File: src/rtl/seqdet_pkg.sv
// Shared types for the serial pattern detector: controller FSM states and reset pattern.
package seqdet_pkg;

  typedef enum logic [1:0] {
    ST_IDLE  = 2'd0,
    ST_SHIFT = 2'd1,
    ST_DONE  = 2'd2
  } state_t;

  localparam logic [3:0] PAT_RESET_DEF = 4'b0101;

endpackage

File: src/rtl/seq_hist_match.sv
// Bit history shift register with a valid-bit counter and length-masked pattern compare.
// match is combinational on the bit being consumed this cycle (history including bit_in).
module seq_hist_match #(
  parameter int PAT_W = 4,
  parameter int LEN_W = $clog2(PAT_W + 1)
) (
  input  logic             clk,
  input  logic             reset_n,
  input  logic             bit_vld,
  input  logic             bit_in,
  input  logic [PAT_W-1:0] pattern,
  input  logic [LEN_W-1:0] len,
  input  logic             clear,
  output logic             match
);

  logic [PAT_W-1:0] hist;
  logic [PAT_W-1:0] hist_nxt;
  logic [PAT_W-1:0] mask;
  logic [PAT_W-1:0] ones;
  logic [LEN_W-1:0] vcnt;
  logic             cnt_ok;

  always_comb begin
    ones     = '1;
    hist_nxt = {hist[PAT_W-2:0], bit_in};
    mask     = ~(ones << len);
    // the incoming bit itself counts towards the required history depth
    cnt_ok   = (({1'b0, vcnt} + (LEN_W+1)'(1)) >= {1'b0, len});
    match    = bit_vld && cnt_ok && ((hist_nxt & mask) == (pattern & mask));
  end

  always_ff @(posedge clk or negedge reset_n) begin
    if (!reset_n) begin
      hist <= '0;
      vcnt <= '0;
    end else if (clear) begin
      hist <= '0;
      vcnt <= '0;
    end else if (bit_vld) begin
      hist <= hist_nxt;
      if (vcnt != LEN_W'(PAT_W)) vcnt <= vcnt + LEN_W'(1);
    end
  end

endmodule

File: src/rtl/seq_stream_ctrl.sv
// Word-to-bit stream controller feeding seq_hist_match; one word per WORD_W+2 cycles, saturating hit count.
// Define SEQDET_IRQ_EN to add irq_thresh/irq (sticky threshold interrupt, cleared by count_clr).
module seq_stream_ctrl
  import seqdet_pkg::*;
#(
  parameter int              WORD_W    = 8,
  parameter int              PAT_W     = 4,
  parameter int              CNT_W     = 16,
  parameter logic [PAT_W-1:0] PAT_RESET = PAT_W'(PAT_RESET_DEF)
) (
  input  logic                         clk,
  input  logic                         reset_n,
  input  logic                         cfg_load,
  input  logic [PAT_W-1:0]             cfg_pattern,
  input  logic [$clog2(PAT_W+1)-1:0]   cfg_len,
  input  logic                         in_valid,
  input  logic [WORD_W-1:0]            in_data,
  output logic                         in_ready,
  input  logic                         count_clr,
  output logic                         hit,
  output logic [$clog2(WORD_W)-1:0]    hit_pos,
  output logic                         word_done,
  output logic                         busy,
  output logic [CNT_W-1:0]             hit_count
`ifdef SEQDET_IRQ_EN
  ,
  input  logic [CNT_W-1:0]             irq_thresh,
  output logic                         irq
`endif
);

  localparam int LEN_W = $clog2(PAT_W + 1);
  localparam int IDX_W = $clog2(WORD_W);

  state_t             state;
  state_t             state_nxt;
  logic [WORD_W-1:0]  word_sr;
  logic [IDX_W-1:0]   bit_idx;
  logic [PAT_W-1:0]   pat_q;
  logic [LEN_W-1:0]   len_q;
  logic [LEN_W-1:0]   len_norm;
  logic               accept;
  logic               cfg_take;
  logic               shift_vld;
  logic               last_bit;
  logic               match;

  // ---------------- FSM ----------------
  always_ff @(posedge clk or negedge reset_n) begin
    if (!reset_n) state <= ST_IDLE;
    else          state <= state_nxt;
  end

  always_comb begin
    state_nxt = state;
    in_ready  = 1'b0;
    busy      = 1'b1;
    word_done = 1'b0;
    shift_vld = 1'b0;
    unique case (state)
      ST_IDLE: begin
        busy     = 1'b0;
        in_ready = !cfg_load;
        if (in_valid && !cfg_load) state_nxt = ST_SHIFT;
      end
      ST_SHIFT: begin
        shift_vld = 1'b1;
        if (last_bit) state_nxt = ST_DONE;
      end
      ST_DONE: begin
        word_done = 1'b1;
        state_nxt = ST_IDLE;
      end
      default: state_nxt = ST_IDLE;
    endcase
  end

  assign accept   = in_valid && in_ready;
  assign cfg_take = cfg_load && (state == ST_IDLE);
  assign last_bit = (bit_idx == IDX_W'(WORD_W - 1));

  // ---------------- word serializer ----------------
  always_ff @(posedge clk or negedge reset_n) begin
    if (!reset_n) begin
      word_sr <= '0;
      bit_idx <= '0;
    end else if (accept) begin
      word_sr <= in_data;
      bit_idx <= '0;
    end else if (shift_vld) begin
      word_sr <= {word_sr[WORD_W-2:0], 1'b0};
      bit_idx <= bit_idx + IDX_W'(1);
    end
  end

  // ---------------- pattern configuration ----------------
  always_comb begin
    len_norm = cfg_len;
    if (cfg_len == '0 || cfg_len > LEN_W'(PAT_W)) len_norm = LEN_W'(PAT_W);
  end

  always_ff @(posedge clk or negedge reset_n) begin
    if (!reset_n) begin
      pat_q <= PAT_RESET;
      len_q <= LEN_W'(PAT_W);
    end else if (cfg_take) begin
      pat_q <= cfg_pattern;
      len_q <= len_norm;
    end
  end

  seq_hist_match #(
    .PAT_W (PAT_W),
    .LEN_W (LEN_W)
  ) u_match (
    .clk     (clk),
    .reset_n (reset_n),
    .bit_vld (shift_vld),
    .bit_in  (word_sr[WORD_W-1]),
    .pattern (pat_q),
    .len     (len_q),
    .clear   (cfg_take),
    .match   (match)
  );

  // ---------------- hit reporting and count ----------------
  always_ff @(posedge clk or negedge reset_n) begin
    if (!reset_n) begin
      hit     <= 1'b0;
      hit_pos <= '0;
    end else begin
      hit <= match;
      if (match) hit_pos <= bit_idx;
    end
  end

  always_ff @(posedge clk or negedge reset_n) begin
    if (!reset_n)                       hit_count <= '0;
    else if (count_clr)                 hit_count <= '0;
    else if (hit && (hit_count != '1))  hit_count <= hit_count + CNT_W'(1);
  end

`ifdef SEQDET_IRQ_EN
  always_ff @(posedge clk or negedge reset_n) begin
    if (!reset_n)                                            irq <= 1'b0;
    else if (count_clr)                                      irq <= 1'b0;
    else if ((irq_thresh != '0) && (hit_count >= irq_thresh)) irq <= 1'b1;
  end
`endif

endmodule

File: config.mk
export PLATFORM = sky130hd
export DESIGN_NAME = seq_stream_ctrl
export DESIGN_NICKNAME = d
export VERILOG_FILES = /design/src/rtl/seqdet_pkg.sv /design/src/rtl/seq_hist_match.sv /design/src/rtl/seq_stream_ctrl.sv
export SDC_FILE = /design/constraint.sdc
export NUM_CORES = 1
export LEC_CHECK = 0
export ABC_AREA = 1
export CAP_MARGIN = 10
export CORE_UTILIZATION = 53
export DETAILED_ROUTE_END_ITERATION = 8
export GPL_TIMING_DRIVEN = 0
export HOLD_SLACK_MARGIN = 0.12
export PLACE_DENSITY = 0.88
export SYNTH_ARGS = -nofsm -noshare
export SYNTH_HDL_FRONTEND = slang
export SYNTH_SLANG_ARGS = --single-unit
File: constraint.sdc
create_clock -name clk -period 2.3 [get_ports clk]
set_input_delay 0.46 -clock clk [delete_from_list [all_inputs] [get_ports clk]]
set_output_delay 0.46 -clock clk [all_outputs]
set_load 0.005 [all_outputs]
==> flow_summary_export.csv, run 1 <==
group,metric,value,unit
detailed_routing,maxUsedRoutingLayer,"met4",
global_routing,antenna_found_initial,0,
detailed_routing,wl_met3,224,um
floorplanning,die_w,70.4,um
clocking,cts_tree,"built",
worst_setup_path,regToRegSetupSlack,420,ps
yosys,ys_top_cells_by_area,"dfrtp_1 43%, nand2_1 14%, inv_1 7.1%, nand3_1 4.6%, ha_1 4.5%",
timing,finalHoldViolCount,0,
finish,fill_cells,361,
timing,worst_pin_slew,484,ps
floorplanning,rows,24,
timing,setup_viol,0,
placed_design,gp_congestion,0.842,
global_routing,grt_remaining_overflow,0,
clocking,cts-htree-levels,2,
floorplanning,start_util,56.2,%
worst_setup_path,cp_data_arrival_time,1570,ps
clocking,cts_root_buf,"clkbuf_8",
worst_hold_path,hold_depth,2,
worst_setup_path,crit_end,"in_ready",
finish,diodes,0,
worst_setup_path,critPathLaunch,"state[0]$_DFFE_PN0P_",
yosys,syn_inst,312,
placed_design,place_area,2980,um^2
yosys,ys.flop_type,"dfrtp_1",
floorplanning,coreArea,4410,um^2
clocking,insertion_delay,310,ps
timing,finClkSkew,8.27,ps
yosys,yosysWarningCount,0,
worst_setup_path,reg2reg_depth,9,
yosys,synth_cell_types,29,
timing,slew_violations,0,
global_routing,grt_pass1_wl,8940,um
finish,area_delta_synth_final,26.1,%
detailed_routing,drc,0,
finish,final_common_cell,"nand2_1",
yosys,yosys.area.top_type_share,43.4,%
worst_setup_path,crit_fanout,3,
timing,max_freq,0.493,GHz
finish,final_cell_mix,"94 x nand2_1, 47 x inv_1, 43 x dfrtp_1",
detailed_routing,ant_nets,0,
placed_design,placement.io_buffers,42,
yosys,synth_edf_count,0,
yosys,synthArstFlopShare,100,%
global_routing,grt_max_degree,40,
timing,fin_crit_sh,88.2,%
clocking,clock-sinks,46,
global_routing,grt_usage,22.4,%
timing,slew-limit-headroom,67.7,%
pwr,p_per_area,984,nW/um^2
pwr,power.total,0.00308,W
yosys,ys_ff_latch,46,
placed_design,dp_hpwl,3760,um
floorplanning,die_y,70.4,um
finish,postLayoutCellArea,3130,um^2
clocking,clock_path_buffers,2,
worst_setup_path,endpoint_kind,"output port",
yosys,synth-seq-area-share,46.6,%
floorplanning,die_area,4950,um^2
floorplanning,io_pins,43,
run,drv_cap,0,
detailed_routing,vias_per_cell,5.33,
yosys,yosysTopAreaCell,"dfrtp_1",
detailed_routing,routed-wl-met2,2670,um
detailed_routing,drt_iter0_markers,198,
pwr,leakage,1.53,nW
worst_setup_path,cp.required,1840,ps
worst_setup_path,start_kind,"register",
yosys,synth_fp_nets,341,
timing,fin_crit,2030,ps
worst_setup_path,worstSetupPathType,"reg2out",
finish,drive_gt1_share,7.14,%
pwr,ir_drop,0.000656,V
worst_hold_path,min_path_type,"reg2reg",
detailed_routing,first_pass_iters,4,
worst_setup_path,worst_r2r_endpoint,"hit_pos[1]$_DFFE_PN0P_",
finish,multi_input_area,1110,um^2
yosys,syn_area_per_cell,7.94,um^2
worst_setup_path,r2r_start,"u_match.vcnt[0]$_DFFE_PN0P_",
detailed_routing,detail_route.wirelength.met1,2150,um
detailed_routing,drt-wirelength-per-cell,12.3,um
finish,seqCellArea,1150,um^2
finish,finish.net_count,392,
outcome,status,"completed",
clocking,numCtsBuffers,5,
detailed_routing,wl,5120,um
timing,rsz0062_at_grt,"no",
clocking,clk_pin_slew,90,ps
yosys,syn_area,2480,um^2
global_routing,grt_pass1_vias,2104,
detailed_routing,vias,2219,
## final cells by class
class / count / area share, %
buffer: 5 / 0.960
clock buffer: 5 / 2.20
clock inverter: 3 / 2.20
inverter: 48 / 5.76
multi-input combinational: 213 / 35.6
sequential: 46 / 36.9
tap: 52 / 2.08
timing repair buffer: 44 / 14.2
## how the worst min path moves through the flow
stage | start | endpoint | slack, ps
4_1_cts | hit_pos[0]$_DFFE_PN0P_ | hit_pos[0]$_DFFE_PN0P_ | 490
3_3_place_gp | hit_pos[0]$_DFFE_PN0P_ | hit_pos[0]$_DFFE_PN0P_ | 460
5_1_grt | pat_q[0]$_DFFE_PN1P_ | pat_q[0]$_DFFE_PN1P_ | 490
2_1_floorplan | reset_n | bit_idx[0]$_DFFE_PN0P_ | 160
3_5_place_dp | reset_n | hit_count[4]$_DFFE_PN0P_ | 320
6_report | pat_q[2]$_DFFE_PN1P_ | pat_q[2]$_DFFE_PN1P_ | 480
## report_power, final
part           switching (W)  internal (W)
sequential          0.000144       0.00106
clock               0.000286      0.000435
combinational       0.000675      0.000472
total                0.00111       0.00197
## stage by stage
stage          worst slack (ps)  setup TNS (ps)  utilization, %  cells  hold slack (ps)
6_report                    271               0            70.8    416              479
5_1_grt                     155               0            70.8    416              494
4_1_cts                     273               0            70.8    416              487
3_5_place_dp                286               0            67.5    407              322
3_3_place_gp               -458          -19580            67.1    406              464
2_1_floorplan               655               0               -    312              164
## registers in the layout (all words and copies together), names as in the netlist
register / cells
hit_count: 16
word_sr: 8
pat_q: 4
bit_idx: 3
hit_pos: 3
len_q: 3
u_match.hist: 3
u_match.vcnt: 3
state: 2
hit: 1
## per-layer routing
metal / global-route usage (%) / vias to the layer above
li1: - / 1103
met1: 27.0 / 1048
met2: 40.0 / 62
met3: 4.47 / 6
met4: 6.22 / 0
met5: 0 / -
## cell usage after synthesis, types with 6 or more instances
library cell  instances
nand2_1              94
inv_1                47
dfrtp_1              43
nand3_1              23
nor2_1               23
o21ai_0              15
nand4_1              13
ha_1                  9
xor2_1                7
o221ai_1              6
## worst max-delay path: stages (launching register included)
cell and delay (ps):
dfrtp_1 410, nor2_1 110, inv_1 70, nor2_1 140, clkdlybuf4s50_1 530
## cell families (layout without fill, tap and decap cells)
kind of cell    after synthesis  in the layout  synth area share, %
simple gates                166            166                 29.9
buf+inv                      53            105                 8.48
flops                        46             46                 46.6
compound gates               30             30                 7.62
fa+ha+maj                     9              9                 4.54
xor+xnor                      8              8                 2.83
## timing repair
action	CTS	global route
buffers inserted	0	0
setup endpoints to repair	0	0
resized for setup	0	0
hold buffers	1	0
endpoints found under the hold margin	7	0
No activity file was read; power rests on OpenSTA's default activity.
==> run 2: changes to the inputs <==
--- a/config.mk
+++ b/config.mk
@@ -12,6 +12,7 @@
 export GPL_TIMING_DRIVEN = 0
 export HOLD_SLACK_MARGIN = 0.12
 export PLACE_DENSITY = 0.88
+export SETUP_SLACK_MARGIN = 0.15
 export SYNTH_ARGS = -nofsm -noshare
 export SYNTH_HDL_FRONTEND = slang
 export SYNTH_SLANG_ARGS = --single-unit
==> results of run 2 <==
Same layout as run 1: the final DEF is identical, and so are final timing and power.
==> run 3: changes to the inputs <==
--- a/config.mk
+++ b/config.mk
@@ -5,13 +5,12 @@
 export SDC_FILE = /design/constraint.sdc
 export NUM_CORES = 1
 export LEC_CHECK = 0
-export ABC_AREA = 1
 export CAP_MARGIN = 10
-export CORE_UTILIZATION = 53
+export CORE_UTILIZATION = 52
 export DETAILED_ROUTE_END_ITERATION = 8
 export GPL_TIMING_DRIVEN = 0
 export HOLD_SLACK_MARGIN = 0.12
-export PLACE_DENSITY = 0.88
+export PLACE_DENSITY = 0.87
 export SETUP_SLACK_MARGIN = 0.15
 export SYNTH_ARGS = -nofsm -noshare
 export SYNTH_HDL_FRONTEND = slang
==> run 3 against run 2 <==
- sequential power grew 5%
- flip-flop and latch count stayed put
- critical path depth increased by 1
- clock skew up 2.0 ps
- total power down 1.3%
- critical path type is now reg2reg
- largest cell class unchanged
- largest power group unchanged
- highest routed layer unchanged
==> flow_summary_export.csv, run 3 <==
group,metric,value,unit
outcome,status,"completed",
yosys,syn_area,2340,um^2
detailed_routing,first_pass_iters,4,
clocking,cts_root_buf,"clkbuf_8",
clocking,cts-htree-levels,2,
finish,regMostFlops,"hit_count",
yosys,yosys.area_share.adder,4.82,%
floorplanning,coreArea,4320,um^2
yosys,synth_compound_area_share,13.1,%
yosys,synth_top_family_by_area,"simple AND/OR/NAND/NOR gates",
floorplanning,die_area,4760,um^2
finish,drive_gt1_share,14.8,%
clocking,clock-sinks,46,
finish,area_delta_synth_final,29.9,%
timing,slew_violations,0,
floorplanning,start_util,54.0,%
run,drv_cap,0,
placed_design,placement.io_buffers,42,
timing,rsz0062_at_grt,"yes",
timing,finClkSkew,10.3,ps
detailed_routing,ant_nets,0,
timing,fin_crit_sh,90.9,%
yosys,synth_most_common_cell,"dfrtp_1",
placed_design,post-place-ws,-102,ps
pwr,p_per_area,1000,nW/um^2
detailed_routing,drt-wirelength-per-cell,14.7,um
clocking,insertion_delay,300,ps
global_routing,grt_max_degree,39,
timing,finalWorstSetupSlack,209,ps
finish,finish.net_count,319,
yosys,syn_area_per_cell,9.94,um^2
placed_design,dp_cells,330,
timing,setup_viol,0,
yosys,syn_inst,235,
worst_setup_path,worstSetupPathType,"reg2reg",
pwr,leakage,1.32,nW
finish,reg_top3,"hit_count: 16 flops, word_sr: 8 flops, pat_q: 4 flops",
timing,fin_crit,2090,ps
worst_setup_path,crit_fanout,4,
yosys,yosysWarningCount,0,
global_routing,antenna_found_initial,0,
yosys,yosys.area_share.simple,20.1,%
clocking,numCtsBuffers,5,
yosys,ys.flop_type,"dfrtp_1",
yosys,ys_ff_latch,46,
timing,slew-limit-headroom,62.9,%
finish,diodes,0,
detailed_routing,vias,1971,
yosys,yosys.area.top_type_share,46.1,%
floorplanning,die_y,69.0,um
placed_design,gp_congestion,0.825,
floorplanning,die_w,69.0,um
yosys,yosys-top-cells-count,"43 x dfrtp_1, 30 x nand2_1, 15 x a21oi_1",
timing,worst_pin_slew,555,ps
yosys,synth-xor-area-share,2.62,%
worst_setup_path,cp_data_arrival_time,2300,ps
finish,final_cell_mix,"42 x dfrtp_1, 40 x clkdlybuf4s50_1, 30 x nand2_1",
worst_setup_path,endpoint_kind,"register",
yosys,synth-seq-area-share,49.4,%
worst_setup_path,start_kind,"register",
detailed_routing,drt_iter0_markers,136,
timing,finalHoldViolCount,0,
finish,final_cells,343,
timing,max_freq,0.478,GHz
finish,largest_reg_flops,16,
yosys,synth_edf_count,0,
floorplanning,rows,24,
worst_setup_path,cp.required,2510,ps
finish,final_common_cell,"dfrtp_1",
clocking,cts_tree,"built",
worst_hold_path,min_path_type,"reg2reg",
global_routing,grt_pass1_wl,8520,um
yosys,synth_fp_nets,264,
clocking,clock_path_buffers,2,
detailed_routing,vias_per_cell,5.75,
yosys,synthArstFlopShare,100,%
pwr,ir_drop,0.000689,V
global_routing,grt_pass1_vias,1873,
yosys,synth_cell_types,42,
yosys,yosysTopAreaCell,"dfrtp_1",
placed_design,dp_hpwl,3420,um
yosys,ys_top_cells_by_area,"dfrtp_1 46%, mux2_2 5.3%, ha_1 4.8%, nand2_1 4.8%, dfstp_2 3.4%",
detailed_routing,drc,0,
global_routing,grt_remaining_overflow,0,
detailed_routing,wl,5040,um
global_routing,grt_usage,22.2,%
clocking,clk_pin_slew,90,ps
floorplanning,io_pins,43,
yosys,synthMuxAreaShare,6.16,%
-- run 3: cell types whose count changed after synthesis, moves of 5 or more --
cell / delta
nand3_1: -19
a21oi_1: +14
mux2_2: +11
nand2_1: -64
nand4_1: -8
inv_1: -36
or3_1: +5
nor2b_1: +6
o221ai_1: -6
nor2_1: -10
-- run 3: layout make-up --
type / count / area, um^2
Buffer: 11 / 47.5
Clock buffer: 6 / 82.6
Clock inverter: 2 / 60.1
Fill cell: 340 / 1290
Inverter: 11 / 41.3
Multi-Input combinational cell: 167 / 1100
Sequential cell: 46 / 1160
Tap cell: 52 / 65.1
Timing Repair Buffer: 48 / 478
-- run 3: path summary, 6_finish.rpt --
path / startpoint / to / slack [ps] / depth (start not counted)
worst min-delay path: word_sr[4]$_DFFE_PN0P_ / word_sr[4]$_DFFE_PN0P_ / 480 / 2
min in group asynchronous: reset_n / hit_count[3]$_DFFE_PN0P_ / 540 / 2
max in group asynchronous: reset_n / pat_q[0]$_DFFE_PN1P_ / 1230 / 3
worst max register to register: hit_count[1]$_DFFE_PN0P_ / hit_count[10]$_DFFE_PN0P_ / 210 / 5
worst min register to register: word_sr[4]$_DFFE_PN0P_ / word_sr[4]$_DFFE_PN0P_ / 480 / 2
worst max-delay path: hit_count[1]$_DFFE_PN0P_ / hit_count[10]$_DFFE_PN0P_ / 210 / 5
-- run 3: worst max-delay path, cell delays in order, from the launching register on --
cell     delay [ps]
dfrtp_1         430
ha_1            220
nand4_1         220
nor3_1          270
or4b_2          620
a21oi_1         230
-- run 3: kinds of logic (layout without fill, tap and decap cells) --
group,count (synthesis),after routing
flip-flops,46,46
AO/OA/AOI/OAI,48,48
multiplexers,13,13
AND/OR/NAND/NOR,90,90
buffers and inverters,22,78
adder cells (fa/ha/maj),9,9
XOR/XNOR,7,7
-- run 3: report_power, final --
| part | switching, W | internal, W | leakage, nW |
|---|---|---|---|
| clock | 0.000274 | 0.000463 | 0.0714 |
| sequential | 0.000204 | 0.00106 | 0.599 |
| combinational | 0.000492 | 0.000540 | 0.645 |
| total | 0.000970 | 0.00207 | 1.32 |
-- run 3: repair_timing --
action,in CTS,in global routing
gates resized for setup,0,4
hold endpoints to repair,8,0
buffers inserted,0,4
endpoints found under the setup margin,0,15
hold buffers,1,0
-- run 3: through the flow --
| step | hold slack (ps) | utilization (%) | power, W | area [um^2] | setup TNS, ps |
|---|---|---|---|---|---|
| after global placement | 461 | 65.2 | 0.00220 | 2820 | -19170 |
| after detailed placement | 335 | 65.6 | 0.00227 | 2840 | -560 |
| after global routing | 516 | 70.2 | 0.00326 | 3040 | 0 |
| final | 484 | 70.2 | 0.00304 | 3040 | 0 |
| after CTS | 488 | 69.1 | 0.00302 | 2990 | 0 |
| after floorplan | 164 | - | 0.00192 | 2340 | 0 |
-- run 3: per-layer routing --
metal	global-route usage (%)	wire length [um]
met1	28.1	2130
met3	5.41	285
met2	36.9	2520
met5	0	0
met4	7.94	104
